**src/rtl/uart_pkg.sv**
```systemverilog
// Shared UART definitions: state encodings, bit-period calculation and parity helper.
// Used by both the transmitter and the matching receiver.
package uart_pkg;

    localparam logic [2:0] sIDLE      = 3'd0;
    localparam logic [2:0] sTX_START  = 3'd1;
    localparam logic [2:0] sTX_DATA   = 3'd2;
    localparam logic [2:0] sTX_PARITY = 3'd3;
    localparam logic [2:0] sTX_STOP   = 3'd4;
    localparam logic [2:0] sDONE      = 3'd5;

    function automatic int calc_clks_per_bit(input int clk_freq, input int baud_rate);
        return clk_freq / baud_rate;
    endfunction

    // Even parity when odd=0: the returned bit makes the total count of ones even.
    function automatic logic calc_parity(input logic [7:0] data, input logic odd);
        return (^data) ^ odd;
    endfunction

endpackage

```
**src/rtl/uart_tx_buffered.sv**
```systemverilog
// Buffered UART transmitter: a one-byte holding register feeds a bit-timing FSM
// that shifts frames out LSB-first, so the next byte can be queued mid-frame.
module uart_tx_buffered
    import uart_pkg::*;
#(
    parameter int CLK_FREQ     = 125_000_000,
    parameter int BAUD_RATE    = 115_200,
    parameter int CLKS_PER_BIT = calc_clks_per_bit(CLK_FREQ, BAUD_RATE),
    parameter int PARITY_EN    = 0,
    parameter int PARITY_ODD   = 0,
    parameter int STOP_BITS    = 1
) (
    input  logic       iClk,
    input  logic       iRst,
    input  logic [7:0] iTxByte,
    input  logic       iTxValid,
    output logic       oTxReady,
    output logic       oTxSerial,
    output logic       oTxBusy,
    output logic       oTxDone,
    output logic [2:0] oDbgState
);

    localparam int                CNT_W     = $clog2(CLKS_PER_BIT);
    localparam logic [CNT_W-1:0]  CNT_MAX   = CNT_W'(CLKS_PER_BIT - 1);
    localparam logic [2:0]        STOP_LAST = 3'(STOP_BITS - 1);
    localparam logic              PAR_ODD   = (PARITY_ODD != 0);

    if (CLKS_PER_BIT < 2) begin : g_bad_clks_per_bit
        $error("CLKS_PER_BIT must be at least 2");
    end
    if (STOP_BITS != 1 && STOP_BITS != 2) begin : g_bad_stop_bits
        $error("STOP_BITS must be 1 or 2");
    end

    logic [2:0]       r_state;
    logic [CNT_W-1:0] r_cnt;
    logic [2:0]       r_bit;
    logic [7:0]       r_shift;
    logic [7:0]       r_data;
    logic [7:0]       r_hold;
    logic             r_hold_full;
    logic             r_serial;
    logic             r_done;

    logic [2:0]       w_state_next;
    logic [CNT_W-1:0] w_cnt_next;
    logic [2:0]       w_bit_next;
    logic [7:0]       w_shift_next;
    logic [7:0]       w_data_next;
    logic             w_load;
    logic             w_accept;
    logic             w_cnt_end;
    logic             w_serial_next;

    // Handshake: a byte is taken at a posedge where iTxValid=1 and oTxReady=1.
    // oTxReady comes straight from the holding-register flag, never from iTxValid.
    assign w_accept  = iTxValid && !r_hold_full;
    assign w_cnt_end = (r_cnt == CNT_MAX);

    always_comb begin
        w_state_next = r_state;
        w_cnt_next   = w_cnt_end ? '0 : r_cnt + 1'b1;
        w_bit_next   = r_bit;
        w_shift_next = r_shift;
        w_data_next  = r_data;
        w_load       = 1'b0;
        case (r_state)
            sIDLE, sDONE: begin
                w_cnt_next = '0;
                w_bit_next = '0;
                if (r_hold_full) begin
                    w_load       = 1'b1;
                    w_state_next = sTX_START;
                    w_shift_next = r_hold;
                    w_data_next  = r_hold;
                end else begin
                    w_state_next = sIDLE;
                end
            end
            sTX_START: begin
                if (w_cnt_end) begin
                    w_state_next = sTX_DATA;
                    w_bit_next   = '0;
                end
            end
            sTX_DATA: begin
                if (w_cnt_end) begin
                    w_shift_next = {1'b0, r_shift[7:1]};
                    w_bit_next   = r_bit + 3'd1;
                    if (r_bit == 3'd7) begin
                        w_bit_next   = '0;
                        w_state_next = (PARITY_EN != 0) ? sTX_PARITY : sTX_STOP;
                    end
                end
            end
            sTX_PARITY: begin
                if (w_cnt_end) begin
                    w_state_next = sTX_STOP;
                    w_bit_next   = '0;
                end
            end
            sTX_STOP: begin
                // r_bit counts stop-bit periods here
                if (w_cnt_end) begin
                    if (r_bit == STOP_LAST) begin
                        w_state_next = sDONE;
                        w_bit_next   = '0;
                    end else begin
                        w_bit_next = r_bit + 3'd1;
                    end
                end
            end
            default: begin
                w_state_next = sIDLE;
                w_cnt_next   = '0;
                w_bit_next   = '0;
            end
        endcase
    end

    // Line level is derived from the next state so oTxSerial is a plain register.
    always_comb begin
        w_serial_next = 1'b1;
        case (w_state_next)
            sTX_START:  w_serial_next = 1'b0;
            sTX_DATA:   w_serial_next = w_shift_next[0];
            sTX_PARITY: w_serial_next = calc_parity(w_data_next, PAR_ODD);
            default:    w_serial_next = 1'b1;
        endcase
    end

    always_ff @(posedge iClk) begin
        if (!iRst) begin
            r_state     <= sIDLE;
            r_cnt       <= '0;
            r_bit       <= '0;
            r_shift     <= '0;
            r_data      <= '0;
            r_hold      <= '0;
            r_hold_full <= 1'b0;
            r_serial    <= 1'b1;
            r_done      <= 1'b0;
        end else begin
            r_state  <= w_state_next;
            r_cnt    <= w_cnt_next;
            r_bit    <= w_bit_next;
            r_shift  <= w_shift_next;
            r_data   <= w_data_next;
            r_serial <= w_serial_next;
            r_done   <= (w_state_next == sDONE);
            if (w_load) begin
                r_hold_full <= 1'b0;
            end else if (w_accept) begin
                r_hold      <= iTxByte;
                r_hold_full <= 1'b1;
            end
        end
    end

    assign oTxReady  = !r_hold_full;
    assign oTxSerial = r_serial;
    assign oTxBusy   = (r_state != sIDLE);
    assign oTxDone   = r_done;
    assign oDbgState = r_state;

endmodule

```
**config.mk**
```make
export PLATFORM = sky130hd
export DESIGN_NAME = uart_tx_buffered
export DESIGN_NICKNAME = d
export VERILOG_FILES = /design/src/rtl/uart_pkg.sv /design/src/rtl/uart_tx_buffered.sv
export SDC_FILE = /design/constraint.sdc
export NUM_CORES = 1
export LEC_CHECK = 0
export BUFFER_PORTS_ARGS = -buffer_cell sky130_fd_sc_hd__buf_2
export CORE_MARGIN = 8
export CORE_UTILIZATION = 55
export DETAILED_ROUTE_END_ITERATION = 16
export GPL_TIMING_DRIVEN = 0
export PLACE_DENSITY_LB_ADDON = 0.25
export SYNTH_ARGS = -nofsm -noshare
export SYNTH_HDL_FRONTEND = slang
export SYNTH_SLANG_ARGS = --single-unit
```
**constraint.sdc**
```tcl
create_clock -name iClk -period 5.3 [get_ports iClk]
set_input_delay 0.53 -clock iClk [delete_from_list [all_inputs] [get_ports iClk]]
set_output_delay 0.53 -clock iClk [all_outputs]
set_load 0.03 [all_outputs]
```
## After elaboration in Yosys (flattened, before gate mapping)

Cells that the tools add are included.

| word-level totals | value |
|---|---|
| logic and storage cells | 67 |
| output and inout bits | 7 |
| bits of input ports | 11 |
| flip-flop bits (word level) | 44 |

| operators by class | value |
|---|---|
| reduce and logical (&&, ||, !) cells | 15 |
| bitwise logic cells | 3 |
| eq/ne operators | 15 |
| add/sub/neg operators | 2 |
| multiplexer cells | 22 |

Operator list:

| kind | count |
|---|---|
| $mux W3 | 11 |
| $mux W8 | 4 |
| $pmux W8 S2 | 1 |
| $pmux W3 S5 | 1 |
| $eq A3 B2 Y1 const B | 4 |
| $eq A3 B3 Y1 const B | 4 |
| $add A11 B1 Y11 const B | 1 |
| $eq A11 B11 Y1 const B | 1 |
| $pmux W3 S3 | 1 |
| $reduce_xor A8 Y1 | 1 |
| $eq A3 B1 Y1 const B | 2 |
| $logic_not A3 Y1 | 2 |
| $ne A2 B2 Y1 const B | 3 |
| $reduce_and A3 Y1 | 2 |
| $reduce_or A2 Y1 | 3 |
| $reduce_or A4 Y1 | 1 |
| $add A3 B1 Y3 const B | 1 |
| $mux W1 | 3 |
| $not A1 Y1 | 3 |
| $pmux W1 S3 | 1 |
| $reduce_bool A3 Y1 | 1 |
| $reduce_or A3 Y1 | 1 |
| $ne A2 B1 Y1 const B | 1 |
| $reduce_and A2 Y1 | 1 |
| 3 further kinds | 3 |

## Longest topological paths before layout

Gate-level depths: netlist of run 1.

| depth | value |
|---|---|
| word-level depth | 6 |
| gate-level depth with buffers | 8 |

## Worst setup path after synthesis of run 1

No wires, ideal clock.

| timing path | value |
|---|---|
| kind | reg2reg |
| start | register r_state[2], in the netlist oDbgState[2] |
| end | register r_serial, in the netlist oTxSerial |
| library setup time | 122 ps |
| cell stages (with the launch flop) | 8 |
| path slack | 3,451 ps |
| buffers on the path | 2 |
| arrival time | 1,727 ps |
| data required time | 5,178 ps |
| cells stage by stage | dfxtp_1 buf_2 xor2_1 nor3_1 buf_2 a22oi_1 o2111ai_1 a221o_1 |

| on the way | value |
|---|---|
| longest elaborated chain between the ends | 5 |

Ends and longest elaborated chain:

| item | line | text |
|---|---|---|
| from (decl) | uart_tx_buffered.sv:36 | `logic [2:0] r_state;` |
| from (signal assigned) | uart_tx_buffered.sv:135 | `r_state <= sIDLE;` |
| from (signal assigned) | uart_tx_buffered.sv:145 | `r_state <= w_state_next;` |
| $eq A3 B3 Y1 (tied with other cells) | uart_tx_buffered.sv:68 | `case (r_state)` |
| $reduce_or A2 Y1 (tied with other cells) | uart_tx_buffered.sv:68 |  |
| $pmux W3 S5 or $mux W8 (tied branches) | uart_tx_buffered.sv:68 |  |
| $eq A3 B2 Y1 (tied with other cells) | uart_tx_buffered.sv:125 | `case (w_state_next)` |
| $pmux W1 S3 * | uart_tx_buffered.sv:125 |  |
| to (signal assigned) | uart_tx_buffered.sv:150 | `r_serial <= w_serial_next;` |
| to (decl) | uart_tx_buffered.sv:43 | `logic r_serial;` |

Mark *: on every way between the ends. The rest lies on a longest branch, timed or not.
A chain may end at the register's enable or synchronous reset.

## Worst setup path after layout of run 1

| timing path | value |
|---|---|
| start | register r_cnt[0] |
| end | register r_shift[0] |

| on the way | value |
|---|---|
| longest elaborated chain between the ends | 3 |

Ends and longest elaborated chain:

| item | line | text |
|---|---|---|
| from (decl) | uart_tx_buffered.sv:37 | `logic [CNT_W-1:0] r_cnt;` |
| from (signal assigned) | uart_tx_buffered.sv:146 | `r_cnt <= w_cnt_next;` |
| $eq A11 B11 Y1 | uart_tx_buffered.sv:59 | `assign w_cnt_end = (r_cnt == CNT_MAX);` |
| $mux W8 | uart_tx_buffered.sv:88 | `if (w_cnt_end) begin` |
| $pmux W8 S2 | uart_tx_buffered.sv:68 |  |
| to (signal assigned) | uart_tx_buffered.sv:148 | `r_shift <= w_shift_next;` |
| to (decl) | uart_tx_buffered.sv:39 | `logic [7:0] r_shift;` |

Every way passes these cells. The select of a mux whose other input is x is not followed.

==> metrics.yaml, run 1 <==
worst_setup_path:
  crit_path_end_kind: "flip-flop"
  critical_path_arrival_ps: 2260
  worst-setup-path-type: "flip-flop to flip-flop"
  start_kind: "flip-flop"
  crit_fanout: 9
  cp.required_ps: 5560
yosys:
  synth_edf_count: 0
  yosysMostFrequentCell: "dfxtp_1"
  synth_area_leaders: "dfxtp_1, mux2i_1, nor2b_1"
  yosys.area.top_type: "dfxtp_1"
  ys_top_cells_by_count: "dfxtp_1, nor2b_1, nand2_1, mux2i_1, nor2_1"
  synth_top_cell_area_share_pct: 43.8
  seq_area_frac_synth_pct: 43.8
  ys.warnings.count: 0
  syn-instance-count: 214
  synth_async_sr_flop_share_pct: 0
  synth_ff_type: "dfxtp_1"
  synth_nets: 230
  synthesis.area_mm2: 0.00201
  synth_cell_types: 38
  ys_ff_latch: 44
  synth_area_per_cell_um2: 9.40
drt:
  wire_per_inst_um: 13.3
  drc: 0
  ant_nets: 0
  drt_wl_total_um: 3800
  drt_pre_antenna_iters: 4
  vias: 1499
  dr.first_iter.drc_count: 150
  via_per_inst: 5.24
power:
  ir_drop_v: 0.000242
  powerDensity_mw_per_mm2: 293
  leakage_nw: 0.836
  p_total_uw: 661
layout:
  final_util_pct: 63.0
  instances_no_fill: 286
  finalNetCount: 254
  area_delta_synth_final_pct: 12.1
  diodes: 0
  final_layout_size_suffix_gt1_share_pct: 13.4
die:
  die_width_um: 76.5
  num_rows: 22
  start_util_pct: 56.2
  die-area_mm2: 0.00585
  die_h_um: 76.5
  io_pins: 18
  core_mm2: 0.00358
place:
  place_inst: 279
  place.gp.congestion: 0.815
  port_buffers: 17
  pre_cts_slack_ps: 3350
  detailed_place_hpwl_um: 2770
timing:
  period_needed_ps: 2000
  finalCritPeriodShare_pct: 37.7
  setup_ws_ps: 3300
  clock.fmax_mhz: 500
  setup_viol_count_final: 0
  clock_skew_ps: 7.16
  finalMaxSlewViolations: 0
  hold_violations: 0
  slew-limit-headroom_pct: 60.5
  rsz0062_at_grt: "no"
  finalSetupTns_ps: 0
  worst_pin_slew_ps: 592
global_routing:
  grt_max_degree: 14
  antenna_found_initial: 0
  grt_overflow: 0
  grt_pass1_wl_um: 6600
  grt_use_total_pct: 13.6
  grt_pass1_vias: 1452
flow_run:
  max-cap-violations: 0
clock_tree:
  cts_sinks: 44
  cts.clk_slew.worst_paths_ps: 120
  hold_buffers: 0
  clockRootBuffer: "clkbuf_4"
  cts_max_path_buffers: 2
  cts-resized-gates: 0
  cts-buffers-inserted: 5
  cts_tree: "yes"
  clk_latency_ps: 350
  cts_setup_buffers: 0
  h-tree-depth: 2
hold_path:
  hp-class: "input pin to flip-flop"
outcome:
  status: "completed"
[worst paths after layout]
path | cells after the start | endpoint | start | slack, ps
hold reg to reg | 2 | r_shift[2]$_SDFFE_PN0P_ | r_shift[2]$_SDFFE_PN0P_ | 470
hold / removal | 3 | r_hold_full$_SDFFE_PP0P_ | iTxValid | 430
setup reg to reg | 8 | r_shift[0]$_SDFF_PN0_ | r_cnt[0]$_SDFF_PP0_ | 3300
setup / recovery | 8 | r_shift[0]$_SDFF_PN0_ | r_cnt[0]$_SDFF_PP0_ | 3300
[flip-flops by register name, summed over array words and instances, names as in the netlist, 3 cells and up]
register,count
r_shift,8
r_hold,8
r_data,8
r_bit,3
r_cnt,11
oDbgState,3
[cells by family (layout without fill, tap and decap cells)]
kind of cell	after synthesis	in the layout	share of synthesized area, %
fa+ha+maj	5	5	3.11
simple gates	81	81	22.3
mux	15	15	7.46
buf+inv	19	43	4.35
compound gates	34	34	12.1
xor+xnor	16	16	6.96
flops	44	44	43.8
[cell usage in the layout (no fill, tap or decap), types with 2 or more instances in the layout]
cell / instances
dfxtp_1: 44
buf_2: 21
nor2b_1: 21
nand2_1: 17
nor2_1: 15
mux2i_1: 15
xnor2_1: 10
a21boi_0: 9
inv_1: 8
a22oi_1: 7
xor2_1: 6
a21oi_1: 6
clkbuf_1: 5
nand2b_1: 5
ha_1: 5
clkbuf_4: 5
nand3_1: 4
o21ai_0: 4
and2_1: 3
nand4_1: 3
nor3_1: 2
and4_1: 2
nor3b_1: 2
or3_1: 2
bufinv_16: 2
[power breakdown]
part / internal, mW / switching [mW]
combinational: 0.0283 / 0.0376
sequential: 0.341 / 0.00709
clock: 0.144 / 0.103
total: 0.513 / 0.147
[worst max-delay path, stage by stage (launching register included)]
cell and delay (ps):
dfxtp_1 430, inv_1 60, ha_1 190, and2_1 200
and4_1 200, buf_6 130, nor2_1 390, nand2_1 110
a21boi_0 210
[per-stage QoR]
step / hold WS, ps / area [µm²]
after floorplan: 441 / 2010
after global placement: 449 / 2160
after detailed placement: 458 / 2160
after CTS: 421 / 2250
after global routing: 426 / 2250
final: 432 / 2250
[per-layer routing]
metal / GRT usage [%] / wire length, µm
met2: 21.5 / 1720
met4: 5.96 / 78
met5: 0 / 0
met1: 16.9 / 1840
met3: 3.42 / 160
[cell type report]
| class | count | area, µm² |
|---|---|---|
| multi-input cells | 151 | 1040 |
| inverters | 8 | 30.0 |
| plain buffers | 11 | 57.6 |
| well taps | 48 | 60.1 |
| repair buffers | 17 | 85.1 |
| flip-flops and latches | 44 | 881 |
| clock inverters | 2 | 60.1 |
| fillers | 323 | 1320 |
| clock buffers | 5 | 37.5 |
No activity file was read; power rests on OpenSTA's default activity.
==> inputs of run 2 (changes only) <==
Clock period 5.3 ns to 2 ns, I/O delays scaled along.
==> run 2 against run 1 <==
- via count is 0.33% lower
- design area is 0.44% higher
- clock skew is 3.0 ps higher
- register-to-register slack worse by 3200 ps
- worst hold slack worse by 330 ps
- sequential power grew to 2.6 times the previous value
- sequential cell count stayed put
- largest cell class unchanged
==> metrics.yaml, run 2 (synthesis gave the netlist of run 1 again) <==
outcome:
  status: "completed"
layout:
  final_layout_size_suffix_gt1_share_pct: 15.1
  layout_commonest_cell: "dfxtp_1"
  largest_reg_flops: 11
  instances_no_fill: 286
  max_flop_register: "r_cnt"
  area_delta_synth_final_pct: 12.6
  mostFrequentLayoutCells: "dfxtp_1, buf_2, nor2b_1, nand2_1, mux2i_1"
  diodes: 0
  finalNetCount: 254
timing:
  slew-limit-headroom_pct: 60.1
  clock_skew_ps: 10.1
  finalCritPeriodShare_pct: 93.4
  period_needed_ps: 1870
  rsz0062_at_grt: "no"
  clock.fmax_mhz: 535
  worst_pin_slew_ps: 598
  finalSetupTns_ps: 0
  finalMaxSlewViolations: 0
  hold_violations: 0
  setup_viol_count_final: 0
global_routing:
  grt_overflow: 0
  antenna_found_initial: 0
  grt_use_total_pct: 13.6
  grt_busiest_layer: "met2"
  grt_util_met3_pct: 3.42
  grt_max_degree: 14
  grtUsageMet2_pct: 21.5
  grt_pass1_wl_um: 6600
  met1_usage_pct: 16.9
  grt_pass1_vias: 1452
hold_path:
  holdPathEnd: "r_hold_full$_SDFFE_PP0P_"
  worst_hold_path.num_cells: 3
  hp-class: "input pin to flip-flop"
  min_from: "iTxValid"
place:
  place_inst: 279
  detailed_place_hpwl_um: 2770
  port_buffers: 17
  place.gp.congestion: 0.815
drt:
  dr.first_iter.drc_count: 142
  vias: 1494
  drt_wl_total_um: 3800
  drt_pre_antenna_iters: 4
  drc: 0
  ant_nets: 0
  wire_per_inst_um: 13.3
  via_per_inst: 5.22
clock_tree:
  cts-buffers-inserted: 5
  cts_tree: "yes"
  cts_setup_buffers: 0
  hold_buffers: 0
  clk_latency_ps: 350
  cts_sinks: 44
  h-tree-depth: 2
  cts_max_path_buffers: 2
  cts.clk_slew.worst_paths_ps: 130
  clockRootBuffer: "clkbuf_4"
die:
  io_pins: 18
  die_h_um: 76.5
  num_rows: 22
  core_mm2: 0.00358
  die_width_um: 76.5
  start_util_pct: 56.2
  die-area_mm2: 0.00585
worst_setup_path:
  slowest_delay_ps: 340
  path_cells: "buf_4, xor2_1, nor3_1, buf_2, buf_2, a22oi_1, a21boi_0"
  critPathSlowestCell: "buf_2"
  r2r_end: "r_shift[4]$_SDFFE_PN0P_"
  path_delay_family: "buffers and inverters"
  path_buf_inv: 3
  worst-setup-path-type: "flip-flop to flip-flop"
  crit_fanout: 10
  r2r_setup_slack_ps: 130
  cp_common_cell: "buf_2"
  start_kind: "flip-flop"
  crit_path_start: "oDbgState[0]$_SDFF_PN0_"
  critical_path_arrival_ps: 2140
  r2r_start: "oDbgState[0]$_SDFF_PN0_"
  reg2reg_depth: 7
  cp.required_ps: 2280
  crit_path_end_kind: "flip-flop"
power:
  ir_drop_v: 0.000641
  powerDensity_mw_per_mm2: 775
  leakage_nw: 0.838
flow_run:
  max-cap-violations: 0
run 2: cell counts in the layout (fill, tap and decap cells not counted):
No cell type changed its count.
run 2: worst min-delay path, cell delays in order:
cell	delay (ps)
buf_2	80
o21ai_0	60
nor2_1	80
run 2: timing repair:
item,4_1_cts,5_1_grt
endpoints found under the setup margin,1,1
resized for setup,1,3
pin swaps,0,0
run 2: report_power, final:
part | switching, mW | internal (mW)
sequential | 0.0189 | 0.903
combinational | 0.100 | 0.0756
clock | 0.274 | 0.383
run 2: metal layers:
metal / part of all wire (%) / wire (µm)
met1: 48 / 1820
met3: 4.3 / 164
met2: 46 / 1740
met5: 0 / 0
met4: 1.8 / 70
run 2: worst max-delay path by stage:
stage / endpoint / cells past startpoint
after floorplan: oTxSerial$_SDFF_PN1_ / 7
after global placement: oTxSerial$_SDFF_PN1_ / 8
after detailed placement: r_shift[4]$_SDFFE_PN0P_ / 8
after CTS: oTxSerial$_SDFF_PN1_ / 8
after global routing: r_shift[4]$_SDFFE_PN0P_ / 7
final: r_shift[4]$_SDFFE_PN0P_ / 7
run 2: layout make-up:
cell class / instances / area, µm²
Multi-Input combinational cell: 151 / 1050
Timing Repair Buffer: 17 / 85.1
Buffer: 11 / 57.6
Sequential cell: 44 / 883
Clock inverter: 2 / 60.1
Tap cell: 48 / 60.1
Clock buffer: 5 / 37.5
Fill cell: 318 / 1310
Inverter: 8 / 30.0
run 2: per-stage QoR:
stage	instance area [µm²]	worst slack, ps	util [%]	power, mW	hold WS (ps)
global placement	2160	72.6	60.3	1.11	449
floorplan	2010	151	-	1.07	336
detailed placement	2160	54.5	60.3	1.12	458
finish	2260	132	63.3	1.75	97.4
global route	2260	18.1	63.3	1.83	96.4
CTS	2260	16.2	63.1	1.77	90.6
==> inputs of run 3 (changes only) <==
Settings changed: CELL_PAD_IN_SITES_DETAIL_PLACEMENT set to 1, CELL_PAD_IN_SITES_GLOBAL_PLACEMENT set to 2, CORE_UTILIZATION 55 to 38, CTS_BUF_LIST set to sky130_fd_sc_hd__clkbuf_4.
==> run 3 against run 2 <==
- fmax shrank 0.37%
- clock-buffer cell count is the same
- sequential power is essentially flat
- cell count grew 7.7%
- clock skew shrank 0.78 ps
- wire length grew 16%
- utilization shrank 18 points
- global-route usage shrank 0.90 points
- critical path depth grew 1
- via count grew 2.6%
- power grew 0.66%
- clock power grew 1%
- critical path type unchanged
- largest power group unchanged
==> metrics.yaml, run 3 (synthesis gave the netlist of run 1 again) <==
outcome:
  status: "completed"
hold_path:
  hp-class: "input pin to flip-flop"
global_routing:
  grt_use_total_pct: 12.7
  grt_overflow: 0
  grt_pass1_wl_um: 7690
  antenna_found_initial: 0
  grtUsageMet2_pct: 20.0
  grt_busiest_layer: "met2"
  grt_pass1_vias: 1608
  grt_max_degree: 14
  met1_usage_pct: 15.9
  grt_util_met3_pct: 3.34
worst_setup_path:
  path_cells: "inv_1, ha_1, and2_1, and4_1, buf_6, a22oi_2, o2111ai_1, a221o_1"
  start_kind: "flip-flop"
  critical_path_arrival_ps: 2120
  path_delay_family: "compound AO/OA/AOI/OAI gates"
  worst-setup-path-type: "flip-flop to flip-flop"
  crit_path_end_kind: "flip-flop"
  cp.required_ps: 2250
  critPathSlowestCell: "dfxtp_4"
  slowest_delay_ps: 390
  crit_fanout: 9
  path_buf_inv: 2
timing:
  setup_viol_count_final: 0
  worst_pin_slew_ps: 638
  finalCritPeriodShare_pct: 93.8
  finalMaxSlewViolations: 0
  setup_ws_ps: 125
  rsz0062_at_grt: "no"
  hold_violations: 0
  slew-limit-headroom_pct: 57.5
  clock.fmax_mhz: 533
  clock_skew_ps: 9.36
  hold_ws_ps: 91.7
  period_needed_ps: 1880
clock_tree:
  cts.clk_slew.worst_paths_ps: 130
  cts-buffers-inserted: 5
  clk_latency_ps: 350
  cts_tree: "yes"
  cts_sinks: 44
  cts_setup_buffers: 0
  h-tree-depth: 2
  clockRootBuffer: "clkbuf_4"
  hold_buffers: 0
  cts_max_path_buffers: 2
drt:
  drt_pre_antenna_iters: 4
  dr.first_iter.drc_count: 39
  ant_nets: 0
  via_per_inst: 4.98
  drt_wl_total_um: 4400
  vias: 1533
  wire_per_inst_um: 14.3
  drc: 0
power:
  ir_drop_v: 0.000288
  powerDensity_mw_per_mm2: 765
  leakage_nw: 0.840
  p_total_mw: 1.77
layout:
  finalNetCount: 254
  mostFrequentLayoutCells: "dfxtp_1, nor2b_1, buf_2, nand2_1, mux2i_1"
  final_layout_size_suffix_gt1_share_pct: 15.1
  diodes: 0
  max_flop_register: "r_cnt"
  instances_no_fill: 308
  area_delta_synth_final_pct: 14.8
  largest_reg_flops: 11
  fillers: 610
  layout_commonest_cell: "dfxtp_1"
  finalInstanceArea_mm2: 0.00231
place:
  detailed_place_hpwl_um: 3230
  place_area_mm2: 0.00218
  place_inst: 301
  place.gp.congestion: 0.694
  pre_cts_slack_ps: -12.8
  port_buffers: 17
die:
  num_rows: 26
  die-area_mm2: 0.00788
  io_pins: 18
  start_util_pct: 39.4
  die_width_um: 88.8
  core_mm2: 0.00511
  die_h_um: 88.8
flow_run:
  max-cap-violations: 0
run 3: path summary, 6_finish.rpt:
path                                     startpoint  slack, ps                        to  cells after the start
worst min-delay path                       iTxValid         90  r_hold_full$_SDFFE_PP0P_                      3
worst max register to register  r_cnt[0]$_SDFF_PP0_        120      oTxSerial$_SDFF_PN1_                      8
worst max-delay path            r_cnt[0]$_SDFF_PP0_        120      oTxSerial$_SDFF_PN1_                      8
worst min register to register  r_cnt[0]$_SDFF_PP0_        460       r_cnt[0]$_SDFF_PP0_                      1
run 3: timing repair:
item | CTS | global route
gates resized for setup | 2 | 6
gates cloned | 0 | 0
setup endpoints to repair | 9 | 15
run 3: worst register-to-register path, delay by kind of cell (launching register included):
| family | cells | cell delay [ps] |
|---|---|---|
| AO/OA/AOI/OAI | 3 | 570 |
| adder cells (fa/ha/maj) | 1 | 190 |
| buffers and inverters | 2 | 200 |
| flip-flops | 1 | 390 |
| AND/OR/NAND/NOR | 2 | 430 |
run 3: cell type report:
class / count / area, µm² / share of cell area (%)
well taps: 70 / 87.6 / 3.79
clock buffers: 5 / 37.5 / 1.63
repair buffers: 17 / 85.1 / 3.68
flip-flops and latches: 44 / 886 / 38.4
plain buffers: 11 / 60.1 / 2.60
inverters: 8 / 30.0 / 1.30
multi-input cells: 151 / 1060 / 46.0
clock inverters: 2 / 60.1 / 2.60
run 3: layer usage:
layer	wire length (µm)	share of wire (%)	up-vias
met4	57	1.3	0
li1	-	-	773
met2	1990	45	21
met5	0	0	-
met1	2160	49	732
met3	190	4.3	7
run 3: power breakdown:
| group | total, mW | switching (mW) | internal [mW] | leakage, nW |
|---|---|---|---|---|
| combinational | 0.181 | 0.104 | 0.0775 | 0.431 |
| clock | 0.663 | 0.281 | 0.383 | 0.0513 |
| sequential | 0.921 | 0.0188 | 0.903 | 0.358 |
run 3: through the flow:
stage / setup TNS, ps / util, %
2_1_floorplan: 0 / -
3_3_place_gp: -11.3 / 42.8
3_5_place_dp: -18.5 / 42.8
4_1_cts: 0 / 44.8
5_1_grt: 0 / 45.2
6_report: 0 / 45.2
